==> config.mk <==
export PLATFORM = sky130hd
export DESIGN_NAME = video_line_scheduler
export DESIGN_NICKNAME = d
export VERILOG_FILES = /design/src/rtl/video_pkg.sv /design/src/rtl/pixel_shifter.sv /design/src/rtl/video_line_scheduler.sv
export SDC_FILE = /design/constraint.sdc
export NUM_CORES = 1
export LEC_CHECK = 0
export CAP_MARGIN = 20
export CORE_UTILIZATION = 51
export CTS_BUF_LIST = sky130_fd_sc_hd__clkbuf_8 sky130_fd_sc_hd__clkbuf_16
export DETAILED_ROUTE_END_ITERATION = 12
export PLACE_DENSITY = 0.86
export SKIP_LAST_GASP = 1
export SLEW_MARGIN = 20
export SYNTH_ARGS = -nofsm -noshare
export SYNTH_HDL_FRONTEND = slang
export SYNTH_SLANG_ARGS = --single-unit
==> constraint.sdc <==
create_clock -name clk -period 14.5 [get_ports clk]
set_input_delay 2.175 -clock clk [delete_from_list [all_inputs] [get_ports clk]]
set_output_delay 2.175 -clock clk [all_outputs]
set_load 0.005 [all_outputs]
==> src/rtl/video_pkg.sv <==
// Encodings shared by the line scheduler and its testbench:
// scheduler states and the 2-bit modulator levels.
package video_pkg;

  typedef enum logic [2:0] {
    ST_IDLE,
    ST_SYNC,
    ST_BP,
    ST_ACTIVE,
    ST_FP
  } state_t;

  localparam logic [1:0] LVL_SYNC  = 2'd0;
  localparam logic [1:0] LVL_BLANK = 2'd1;
  localparam logic [1:0] LVL_BLACK = 2'd2;
  localparam logic [1:0] LVL_WHITE = 2'd3;

endpackage

==> src/rtl/pixel_shifter.sv <==
// Holds one fetched line of pixels; bit 0 is the pixel currently on screen.
module pixel_shifter #(
  parameter int WIDTH = 300
) (
  input  logic             clk,
  input  logic             rst,
  input  logic             load,
  input  logic             shift,
  input  logic [WIDTH-1:0] data,
  output logic             bit0
);

  logic [WIDTH-1:0] sr_reg;

  always_ff @(posedge clk or posedge rst) begin
    if (rst) begin
      sr_reg <= '0;
    end else if (load) begin
      sr_reg <= data;
    end else if (shift) begin
      sr_reg <= sr_reg >> 1;
    end
  end

  assign bit0 = sr_reg[0];

endmodule

==> src/rtl/video_line_scheduler.sv <==
// Line/frame timing generator: sequences sync, porches and active pixels,
// fetches each stored line from BRAM during back porch and drives the level.
module video_line_scheduler
  import video_pkg::*;
#(
  parameter int PIXELS       = 300,
  parameter int LINES_ACTIVE = 608,
  parameter int LINES_TOTAL  = 625,
  parameter int SYNC_TICKS   = 740,
  parameter int BP_TICKS     = 900,
  parameter int PIXEL_TICKS  = 7,
  parameter int FP_TICKS     = 260
) (
  input  logic              clk,
  input  logic              rst,
  input  logic              en,
  output logic [9:0]        rd_addr,
  input  logic [PIXELS-1:0] rd_data,
  output logic [1:0]        level,
  output logic              line_start,
  output logic              frame_start,
  output logic [9:0]        line_cnt
);

  localparam int ACT_TICKS  = PIXELS * PIXEL_TICKS;
  localparam int LINE_TICKS = SYNC_TICKS + BP_TICKS + ACT_TICKS + FP_TICKS;
  localparam int TW         = $clog2(LINE_TICKS);
  localparam int PW         = (PIXEL_TICKS > 1) ? $clog2(PIXEL_TICKS) : 1;

  // Tick counter counts down from duration-1; zero marks the last cycle of a state.
  localparam logic [TW-1:0] SYNC_LD    = TW'(SYNC_TICKS - 1);
  localparam logic [TW-1:0] BSYNC_LD   = TW'(LINE_TICKS - BP_TICKS - 1);
  localparam logic [TW-1:0] BP_LD      = TW'(BP_TICKS - 1);
  localparam logic [TW-1:0] ACT_LD     = TW'(ACT_TICKS - 1);
  localparam logic [TW-1:0] FP_LD      = TW'(FP_TICKS - 1);
  localparam logic [TW-1:0] FETCH_TICK = TW'(BP_TICKS - 2);
  localparam logic [PW-1:0] PIX_LAST   = PW'(PIXEL_TICKS - 1);
  localparam logic [9:0]    LA_LIM     = 10'(LINES_ACTIVE);
  localparam logic [9:0]    LT_LAST    = 10'(LINES_TOTAL - 1);

  state_t          state_reg, state_next;
  logic [TW-1:0]   tick_reg, tick_next;
  logic [PW-1:0]   pix_reg, pix_next;
  logic [9:0]      line_reg, line_next;
  logic [9:0]      addr_reg, addr_next;
  logic [9:0]      line_inc;
  logic            line_start_reg, line_start_next;
  logic            frame_start_reg, frame_start_next;
  logic            load, shift, start_line, pixel, blank;

  assign blank    = (line_reg >= LA_LIM);
  assign line_inc = (line_reg == LT_LAST) ? 10'd0 : line_reg + 10'd1;

  pixel_shifter #(.WIDTH(PIXELS)) u_shifter (
    .clk   (clk),
    .rst   (rst),
    .load  (load),
    .shift (shift),
    .data  (rd_data),
    .bit0  (pixel)
  );

  always_ff @(posedge clk or posedge rst) begin
    if (rst) begin
      state_reg       <= ST_IDLE;
      tick_reg        <= '0;
      pix_reg         <= '0;
      line_reg        <= '0;
      addr_reg        <= '0;
      line_start_reg  <= 1'b0;
      frame_start_reg <= 1'b0;
    end else begin
      state_reg       <= state_next;
      tick_reg        <= tick_next;
      pix_reg         <= pix_next;
      line_reg        <= line_next;
      addr_reg        <= addr_next;
      line_start_reg  <= line_start_next;
      frame_start_reg <= frame_start_next;
    end
  end

  always_comb begin
    state_next       = state_reg;
    tick_next        = tick_reg - 1'b1;
    pix_next         = pix_reg;
    line_next        = line_reg;
    addr_next        = addr_reg;
    line_start_next  = 1'b0;
    frame_start_next = 1'b0;
    load             = 1'b0;
    shift            = 1'b0;
    start_line       = 1'b0;
    if (!en) begin
      state_next = ST_IDLE;
      tick_next  = '0;
      pix_next   = '0;
      line_next  = '0;
    end else begin
      case (state_reg)
        ST_IDLE: begin
          state_next       = ST_SYNC;
          tick_next        = SYNC_LD;
          line_next        = '0;
          line_start_next  = 1'b1;
          frame_start_next = 1'b1;
        end
        ST_SYNC: begin
          if (tick_reg == '0) begin
            state_next = ST_BP;
            tick_next  = BP_LD;
            if (!blank) addr_next = line_reg;
          end
        end
        ST_BP: begin
          // BRAM data for the address set on BP entry is valid on the second BP cycle.
          load = !blank && (tick_reg == FETCH_TICK);
          if (tick_reg == '0) begin
            if (blank) begin
              start_line = 1'b1;
            end else begin
              state_next = ST_ACTIVE;
              tick_next  = ACT_LD;
              pix_next   = '0;
            end
          end
        end
        ST_ACTIVE: begin
          shift    = (pix_reg == PIX_LAST);
          pix_next = shift ? '0 : pix_reg + 1'b1;
          if (tick_reg == '0) begin
            state_next = ST_FP;
            tick_next  = FP_LD;
          end
        end
        ST_FP: begin
          if (tick_reg == '0) start_line = 1'b1;
        end
        default: begin
          state_next = ST_IDLE;
          tick_next  = '0;
        end
      endcase
      if (start_line) begin
        state_next       = ST_SYNC;
        line_next        = line_inc;
        tick_next        = (line_inc >= LA_LIM) ? BSYNC_LD : SYNC_LD;
        line_start_next  = 1'b1;
        frame_start_next = (line_inc == 10'd0);
      end
    end
  end

  // Level is decoded from flops only (state register and shifter bit 0).
  always_comb begin
    level = LVL_BLANK;
    case (state_reg)
      ST_SYNC:   level = LVL_SYNC;
      ST_ACTIVE: level = pixel ? LVL_WHITE : LVL_BLACK;
      default:   level = LVL_BLANK;
    endcase
  end

  assign rd_addr     = addr_reg;
  assign line_cnt    = line_reg;
  assign line_start  = line_start_reg;
  assign frame_start = frame_start_reg;

endmodule

* Word level (Yosys, flattened, before mapping) *
Index checks and enable logic that the tools add are counted.

operators by class
  add/sub/neg operators = 3
  magnitude comparators = 2
  equality and inequality tests = 16
  multiplexer cells = 42
  bitwise operators = 1
  reduce and logical (&&, ||, !) cells = 9

operator list
  kind                   count
  $mux 300               2
  $mux 12                7
  $pmux 12 s5            1
  $mux 10                4
  $mux 3                 10
  $ge 10x10->1 const B   2
  $ne 4x4->1 const B     4
  $pmux 3 s5             1
  $mux 1                 14
  $eq 12x10->1 const B   1
  $logic_not 12->1       1
  $sub 12x1->12 const B  1
  $add 10x1->10 const B  1
  $eq 10x10->1 const B   1
  $logic_not 10->1       1
  $ne 3x3->1 const B     3
  $eq 3x2->1 const B     2
  $eq 3x3->1 const B     2
  $ne 3x1->1 const B     2
  $pmux 3 s2             1
  $reduce_and 5->1       1
  $pmux 2 s2             1
  $reduce_and 4->1       1
  $add 3x1->3 const B    1
  other kinds (8)        8

word-level totals
  flip-flop bits (word level) = 340
  input port bits = 303
  word-level logic and storage cells = 81

* Depth between registers and ports, before layout *
Gate-level depths: netlist of run 1.

  depth in word-level cells = 7
  gate-level depth with buffers = 10
  depth with buffers taken out = 8

* Hierarchy *
Synthesis of run 1 repeated with hierarchy kept, for this count alone.

unflattened totals
  cell total of the unflattened synthesis = 1588
  area, all modules = 16512.1 um^2

modules (own cells, without submodules)
  module                times used  cells an instance  area an instance (um^2)  seq. area each (um^2)
  pixel_shifter         1           1302               13999.7                  7507.2
  video_line_scheduler  1           286                2512.4                   1001.0

* Worst setup path after synthesis of run 1 *
No wires, ideal clock.

  path type = in2reg
  start point = input port en
  end point = register u_shifter.sr_reg[129]
  library setup time = 124 ps
  data arrival time = 3822 ps
  data required time = 14376 ps
  setup slack = 10554 ps
  cell stages on the path = 9
  buffers on the path = 3
  path through = clkbuf_1 > nor2b_1 > nand4_1 > nor4_4 > nor2_2 > buf_2 > clkbuf_1 > nand2_1 > nand2_1

between the ends
  word-level cells in the longest chain between the ends = 2

ends and longest elaborated chain
  item                                           RTL line                    source
  start, declared                                video_line_scheduler.sv:16  input logic en,
  $mux 1                                         video_line_scheduler.sv:94  if (!en) begin
  $mux 300 or $reduce_bool 2->1 (tied branches)  n/a
  end signal, assigned                           pixel_shifter.sv:19         sr_reg <= data;
  end signal, assigned                           pixel_shifter.sv:21         sr_reg <= sr_reg >> 1;
  end, declared                                  pixel_shifter.sv:13         logic [WIDTH-1:0] sr_reg;

Parallel ways exist; a longest one is shown, timed or not.
A chain may end at the register's enable or synchronous reset.

* Final worst setup path of run 1 *
  start point = input port en
  end point = register u_shifter.sr_reg[126]

The elaborated chain is that of the path after synthesis.

==> results of run 1 <==
power by group through the flow:
stage / registers [W] / clock network (W) / logic [W]
after global routing: 0.000967 / 0.000991 / 0.000166
after floorplan: 0.000982 / 0 / 0.0000460
after global placement: 0.000983 / 0 / 0.000151
after CTS: 0.000966 / 0.000955 / 0.000154
after detailed placement: 0.000984 / 0 / 0.000153
final: 0.000966 / 0.000936 / 0.000153
cell usage in the layout (no fill, tap or decap), drive strengths merged, types with 5 or more instances in the layout:
cell           Yosys  final
o21a               5      5
inv               10     20
buf               73     13
nor4              10     10
nor2b              7      7
a31oi              5      5
nand3              8      8
mux2               6      6
clkinv             0      6
nand2            628    628
dfrtp            340    340
a21oi             22     22
o21ai             25     25
clkdlybuf4s50      0    326
nand4              7      7
xnor2              8      8
nor3              13     13
ha                 5      5
nor2              25     25
o31ai              5      5
a22oi            299    299
clkbuf            48     46
routing by layer:
metal	up-vias	global-route usage (%)	part of all wire (%)
li1	6052	-	-
met1	6300	33.7	41
met2	529	42.6	48
met3	85	7.04	8.0
met4	4	8.85	3.0
met5	-	0	0.065
layout make-up:
| cell class | count | area (um2) |
|---|---|---|
| Antenna cell | 2 | 5.00 |
| Clock inverter | 20 | 148 |
| Inverter | 10 | 45.0 |
| Timing Repair Buffer | 339 | 3380 |
| Tap cell | 384 | 480 |
| Fill cell | 2194 | 9250 |
| Multi-Input combinational cell | 1128 | 5970 |
| Sequential cell | 340 | 8510 |
| Clock buffer | 46 | 1070 |
stage by stage:
| step | utilization, % | setup WS, ns | instances |
|---|---|---|---|
| floorplan | - | 2.90 | 1599 |
| global route | 67.9 | 8.76 | 2268 |
| global placement | 63.7 | 8.41 | 2201 |
| CTS | 67.9 | 8.81 | 2267 |
| detailed placement | 63.7 | 8.31 | 2201 |
| finish | 68.0 | 8.94 | 2269 |
worst max-delay path, cell delays in order:
cell and delay [ns]:
clkdlybuf4s50_1 0.86, nor2b_1 0.39, nand4_1 0.20, nor4_4 0.33
buf_4 0.61, buf_4 0.92, a22oi_1 0.24, nand2_1 0.15
logic make-up (layout without fill, tap and decap cells):
| kind of cell | count (synthesis) | in the layout |
|---|---|---|
| AOI/OAI and AO/OA | 385 | 385 |
| xor gates and xnor gates | 11 | 11 |
| adders and majority gates | 5 | 5 |
| buffers and inverters | 131 | 415 |
| DFF | 340 | 340 |
| muxes | 9 | 9 |
| other | 0 | 2 |
| and+or+nand+nor | 718 | 718 |
final timing paths:
path | from | endpoint | slack (ns) | cells past startpoint
setup reg to reg | state_reg[2] | u_shifter.sr_reg[126] | 10.78 | 7
max in group asynchronous | rst | u_shifter.sr_reg[157] | 10.71 | 3
hold reg to reg | u_shifter.sr_reg[140] | u_shifter.sr_reg[140] | 0.47 | 2
min in group asynchronous | rst | u_shifter.sr_reg[170] | 2.24 | 2
hold / removal | u_shifter.sr_reg[140] | u_shifter.sr_reg[140] | 0.47 | 2
setup / recovery | en | u_shifter.sr_reg[126] | 8.94 | 8
==> run metrics, run 1 <==
pins over their slew limit=0; vias in the first global route=12,900; status=completed; Syn Nets=1,907; Gate power share=7.5%; Sw Pwr=0.000445 W; IO Port Bufs=326; Final Power=0.00206 W; Layout Skew=0.0121 ns; Post-Layout Inst Area=19,600 um2; post-synthesis compound-gate area fraction=18.6%; Post-synth top cells=nand2_1 (628), dfrtp_1 (340), a22oi_1 (299); unrepaired setup endpoints after global routing=false; mean area per synthesized cell=9.42 um2; Worst Path Required=14.95 ns; DP Area=18,400 um2; largest net degree at the start of global routing=186; clock share of power=45.5%; P_int=0.00161 W; HP Class=flip-flop to flip-flop; VDD IR-drop max=111 uV; Die ar.=30,200 um2; hold_ws=0.466 ns; part of the cycle the worst path needs=38.4%; cts repair resizes=0; switch share=21.6%; Synth area leader=dfrtp_1; std cell rows=62; initial antenna violation count=4; CP startpoint kind=input port; Num CTS Buffers=37; GRT Util Overall=26.1%; critical path arrival=6.01 ns; final setup TNS=0 ns; adder-cell share of the synthesized area=0.416%; drt wl/cell=17.5 um; CP max FO=103; Syn-to-layout area delta=30.2%; GP Congestion=0.904; Clock Root Buffer=clkbuf_16; Tmin final=5.56 ns; core area=28,900 um2; Simple-Gate Fraction of Synth Area=19.3%; largest family of logic cells by synthesized area=simple AND/OR/NAND/NOR gates; DRC violations left=0; Setup-failing EPs final=0; sequential area share after synthesis=56.5%; Main synth FF type=dfrtp_1; post-synth cell types=56; CTS clk-pin slew, worst paths=0.06 ns; hold buffers post-CTS=0; I/O pin total=327; Avg Vias per Cell=5.72; fmax=180 MHz; layout cells sized above 1=4.46%; # clock sinks=340; clock latency on the worst-skew pair=0.51 ns; nets=2,164; max reg flops=300; sequential share of power=47.0%; max-cap viol count=0; Initial DRT Pass Iterations=5; Syn Std Cell Area=15,100 um2; GR Overflow Total=0; leakage=9.68 nW; CP endpoint kind=flip-flop; Die Y-Extent=174 um; Async SR Flop Fraction=100%; Pwr per Cell Area=105 nW/um2; Die W=174 um; number of DRC markers in iteration 0=1,391; multiplexer share of the synthesized area=0.648%; CTS max path bufs=3; placed wire-length estimate=25,500 um; count leader, synth=nand2_1; Synth top area share=56.5%; Synth Instances=1,599; starting density of the core=52.2%; H-tree depth=2; kind of critical path=input port to flip-flop; Synth Register Bits=340; Fin. Hold Viols=0; YS warnings=0; xor/xnor share of the synthesized area=0.640%; Slew headroom=28.6%; worst-margin pin slew=1.07 ns; DRT Wirelength=39,700 um; EDFF count, synth=0; first-pass GRT wire length=64,400 um; post-route antenna net violation count=0; top post-synthesis cells by area=dfrtp_1 (57%), nand2_1 (16%), a22oi_1 (15%); Vias=13,000; CTS tree=done; postcts setup bufs=0
(Power assumes the default switching activity.)
==> run 2, diff against run 1 <==
CORE_UTILIZATION = 46   (was 51)
PLACE_DENSITY = 0.82   (was 0.86)
clock period = 4.7 ns   (was 14.5 ns; I/O delays follow)
==> run metrics, run 2 (synthesis gave the netlist of run 1 again) <==
GRT Util Overall=23.6% (-2.5 points); GP Congestion=0.863 (-4.5%); CP startpoint kind=input port; critical path arrival=3.69 ns (-2.32 ns); I/O pin total=327 (unchanged); unrepaired setup endpoints after global routing=false; pins over their slew limit=0 (unchanged); H-tree depth=2 (unchanged); postcts setup bufs=0 (unchanged); Syn-to-layout area delta=31.3%; drt wl/cell=17.1 um (-2.7%); commonest cells after routing, fill and taps aside=nand2_1 (628), dfrtp_1 (340), clkdlybuf4s50_1 (326); vias in the first global route=12,600 (-1.9%); Vias=12,800 (-1.3%); WHS Path Cells=2 (unchanged); layout cells sized above 1=4.51% (+0.053 points); DRC violations left=0 (unchanged); Layout Skew=0.0190 ns (+0.00689 ns); GR Overflow Total=0 (unchanged); fmax=302 MHz; sequential share of power=47.5% (+0.5 points); nets=2,166 (+0.092%); R2R depth=8 (+1); Gate power share=7.6% (about the same); status=completed; setup slack, reg-to-reg=1.69 ns (-9.09 ns); HP Class=flip-flop to flip-flop; RR Startpoint=state_reg[0]; Die Y-Extent=183 um (+5.2%); Hold Path End=u_shifter.sr_reg[252]; Slew headroom=45.3% (+17 points); final setup TNS=0 ns (unchanged); worst-margin pin slew=0.821 ns (-0.251 ns); largest net degree at the start of global routing=183 (-1.6%); Pwr per Cell Area=317 nW/um2 (+200%); Clock Root Buffer=clkbuf_16; placed wire-length estimate=26,000 um (+2.2%); IO Port Bufs=326 (unchanged); Die W=183 um (+5.2%); CTS clk-pin slew, worst paths=0.05 ns (about the same); Setup-failing EPs final=0 (unchanged); Fillers=2,596 (+18%); reg2reg end=u_shifter.sr_reg[26]; core area=31,900 um2 (+10%); max-cap viol count=0 (unchanged); starting density of the core=47.2% (-4.9 points); number of DRC markers in iteration 0=1,074 (-23%); Initial DRT Pass Iterations=6 (+1); # clock sinks=340 (unchanged); Die ar.=33,500 um2 (+11%); Sw Pwr=0.00135 W (+200%); kind of critical path=input port to flip-flop; std cell rows=65 (+4.8%); clock share of power=44.9% (-0.6 points); initial antenna violation count=4 (unchanged); VDD IR-drop max=263 uV (+140%); hold_ws=0.469 ns (+0.00293 ns); hold buffers post-CTS=0 (unchanged); CTS tree=done; P_int=0.00492 W (+210%); first-pass GRT wire length=64,300 um (about the same); leakage=9.70 nW (+0.22%); end-of-flow core utilization=62.0% (-5.9 points); part of the cycle the worst path needs=70.5%; clock latency on the worst-skew pair=0.51 ns (about the same); max reg flops=300 (unchanged); Avg Vias per Cell=5.52 (-3.5%); Tmin final=3.31 ns; CTS max path bufs=3 (unchanged); Num CTS Buffers=37 (unchanged); HP Start=u_shifter.sr_reg[252]; Fin. Hold Viols=0 (unchanged); leading cell type in the layout, fill and taps excluded=nand2_1; CP max FO=182 (+77%); CP endpoint kind=flip-flop; switch share=21.5% (-0.14 points); DRT Wirelength=39,600 um (-0.46%); cts repair resizes=0 (unchanged); post-route antenna net violation count=0 (unchanged); Worst Path Required=5.08 ns (-9.87 ns)
-- run 2: stage by stage --
stage               total power [W]  std cells  worst slack [ns]  instance area [um2]
finish                      0.00627       2320              1.39                19800
global route                0.00650       2319              1.24                19800
CTS                         0.00634       2318              1.44                19800
detailed placement          0.00351       2254             0.936                18600
global placement            0.00350       2254              1.00                18600
floorplan                   0.00317       1599            -0.552                15100
-- run 2: power by group through the flow --
| stage | Clock [W] | Combinational (W) | Sequential, W |
|---|---|---|---|
| after floorplan | 0 | 0.000142 | 0.00303 |
| after global placement | 0 | 0.000471 | 0.00303 |
| after detailed placement | 0 | 0.000477 | 0.00303 |
| after CTS | 0.00288 | 0.000480 | 0.00298 |
| after global routing | 0.00300 | 0.000516 | 0.00298 |
| final | 0.00282 | 0.000475 | 0.00298 |
-- run 2: worst max-delay path by stage --
stage,endpoint,startpoint,slack [ns],cells after the start
final,u_shifter.sr_reg[26],en,1.39,9
after CTS,u_shifter.sr_reg[290],en,1.44,9
after global placement,u_shifter.sr_reg[55],en,1.00,9
after detailed placement,u_shifter.sr_reg[15],en,0.94,9
after global routing,u_shifter.sr_reg[72],en,1.24,9
after floorplan,frame_start,rst,-0.55,1
-- run 2: critical path, stage by stage --
cell	delay (ns)
clkdlybuf4s50_1	0.83
nor2b_1	0.40
nand4_1	0.20
nor4_4	0.45
buf_12	0.31
nor2_4	0.09
buf_12	0.28
nand2_1	0.20
nand2_1	0.07
-- run 2: area by class of cell --
type / count / area, um2 / share of cell area, %
flip-flops and latches: 340 / 8510 / 43.0
inverters: 10 / 41.3 / 0.209
repair buffers: 341 / 3510 / 17.8
well taps: 435 / 544 / 2.75
diodes: 2 / 5.00 / 0.0253
clock inverters: 21 / 158 / 0.798
clock buffers: 43 / 1030 / 5.22
multi-input cells: 1128 / 5970 / 30.2
-- run 2: per-layer routing --
layer | vias up | wire [um] | global-route usage [%] | part of all wire (%)
met5 | - | 27 | 0 | 0.068
met4 | 4 | 929 | 7.30 | 2.3
met3 | 67 | 3370 | 7.31 | 8.5
met2 | 424 | 18900 | 37.8 | 48
met1 | 6259 | 16400 | 30.7 | 41
li1 | 6044 | - | - | -
==> RTL change: new RTL, settings of run 2 <==
`addr_reg` no longer has a reset.
--- a/src/rtl/video_line_scheduler.sv
+++ b/src/rtl/video_line_scheduler.sv
@@ -66,7 +66,6 @@
       tick_reg        <= '0;
       pix_reg         <= '0;
       line_reg        <= '0;
-      addr_reg        <= '0;
       line_start_reg  <= 1'b0;
       frame_start_reg <= 1'b0;
     end else begin
@@ -74,10 +73,13 @@
       tick_reg        <= tick_next;
       pix_reg         <= pix_next;
       line_reg        <= line_next;
-      addr_reg        <= addr_next;
       line_start_reg  <= line_start_next;
       frame_start_reg <= frame_start_next;
     end
+  end
+
+  always_ff @(posedge clk) begin
+    addr_reg <= addr_next;
   end
 
   always_comb begin
Formal check against the unedited RTL: no difference found for any inputs over 4 cycles, from zero or initial values and one cycle with rst high; that may be too few to reach the edited logic, so the function may still have changed.
==> RTL change against run 2 <==
  * Wire length decreased by 2.9%
  * Total power increased by 0.29%
  * Sequential cell count stayed put
  * Critical endpoint is now u_shifter.sr_reg[90]
  * Worst setup slack improved by 200 ps
  * Area after synthesis down 1.3%
  * Cell count decreased by 2.4%
  * Cell area down 1.0%
  * Global-route usage down 0.66 points
==> RTL change: results <==
set metrics [dict create \
    critPathSlowestCell "dfrtp_1" \
    min_path_type "reg -> reg" \
    dp_hpwl_um 24250 \
    hold_path_depth 2 \
    irDropWorstVdd_v 0.0002537 \
    critPathCapture "u_shifter.sr_reg[90]" \
    wl_met2_um 18170 \
    top_layer "met4" \
    p_clk_mw 2.89 \
    cts_buffer_depth 3 \
    grt_use_total_pct 22.94 \
    netlist_area_um2 14850 \
    drt_iter0_drc 1017 \
    first_global_vias 12530 \
    route.met3.wl_um 3106 \
    syn_nets 1879 \
    synthXorXnorAreaFrac_pct 0.5896 \
    synth_fa_ha_area_share_pct 0.5559 \
    clock_skew_ps 11.75 \
    relSlewSlack_pct 45.25 \
    synth_compound_area_share_pct 18.13 \
    vias_per_cell 5.621 \
    muxShareOfSynthArea_pct 0.06739 \
    wl_per_cell_um 16.95 \
    ff2ff_setup_slack_ps 1580 \
    cp_top_family "simple AND/OR/NAND/NOR gates" \
    min_from "u_shifter.sr_reg[225]" \
    grt_first_pass_wirelength_um 62330 \
    nets 2140 \
    drive_gt1_share_pct 4.411 \
    p_int_mw 4.959 \
    synth_edf_count 10 \
    post_cts_resized 0 \
    synth.distinct_cells 54 \
    power.leakage_nw 9.623 \
    outcome "complete, no violations" \
    grt_max_degree 167 \
    min_to "u_shifter.sr_reg[225]" \
    fillers 2525 \
    crit_fanout 155 \
    p_comb_mw 0.424 \
    yosys-top-cells-area "dfrtp_1 56%, nand2_1 16%, a22oi_1 15%" \
    wl_met1_um 15600 \
    gp_congestion 0.8808 \
    synth-seq-area-share_pct 57.61 \
    hold-worst-slack_ps 466.5 \
    synth_top_cells_by_count "627 x nand2_1, 330 x dfrtp_1, 298 x a22oi_1" \
    critPathArrivalTime_ps 3550 \
    startpoint_type "register" \
    r2r-start "state_reg[1]" \
    async_flop_share_pct 97.06 \
    r2r_cells 6 \
    slowest_delay_ps 720 \
]
[RTL change: final cells by class]
| class | instances | area share (%) |
|---|---|---|
| flip-flops and latches | 340 | 43.74 |
| multi-input cells | 1109 | 29.65 |
| repair buffers | 337 | 17.55 |
| clock buffers | 47 | 5.551 |
| well taps | 402 | 2.571 |
| clock inverters | 19 | 0.7354 |
| inverters | 7 | 0.1535 |
| diodes | 4 | 0.05116 |
[RTL change: metal layers]
layer / vias up / GRT usage [%]
li1: 5967 / -
met1: 6162 / 29.76
met2: 500 / 36.38
met3: 102 / 6.137
met4: 0 / 9.729
met5: - / 0
[RTL change: stage by stage]
stage | cell area (um2) | total power, mW | instances | setup WS [ps]
finish | 19570 | 6.292 | 2265 | 1584
global route | 19570 | 6.532 | 2265 | 1456
CTS | 19550 | 6.370 | 2261 | 1667
detailed placement | 18320 | 3.451 | 2195 | 1182
global placement | 18320 | 3.444 | 2195 | 1277
floorplan | 14860 | 3.145 | 1571 | -411.7
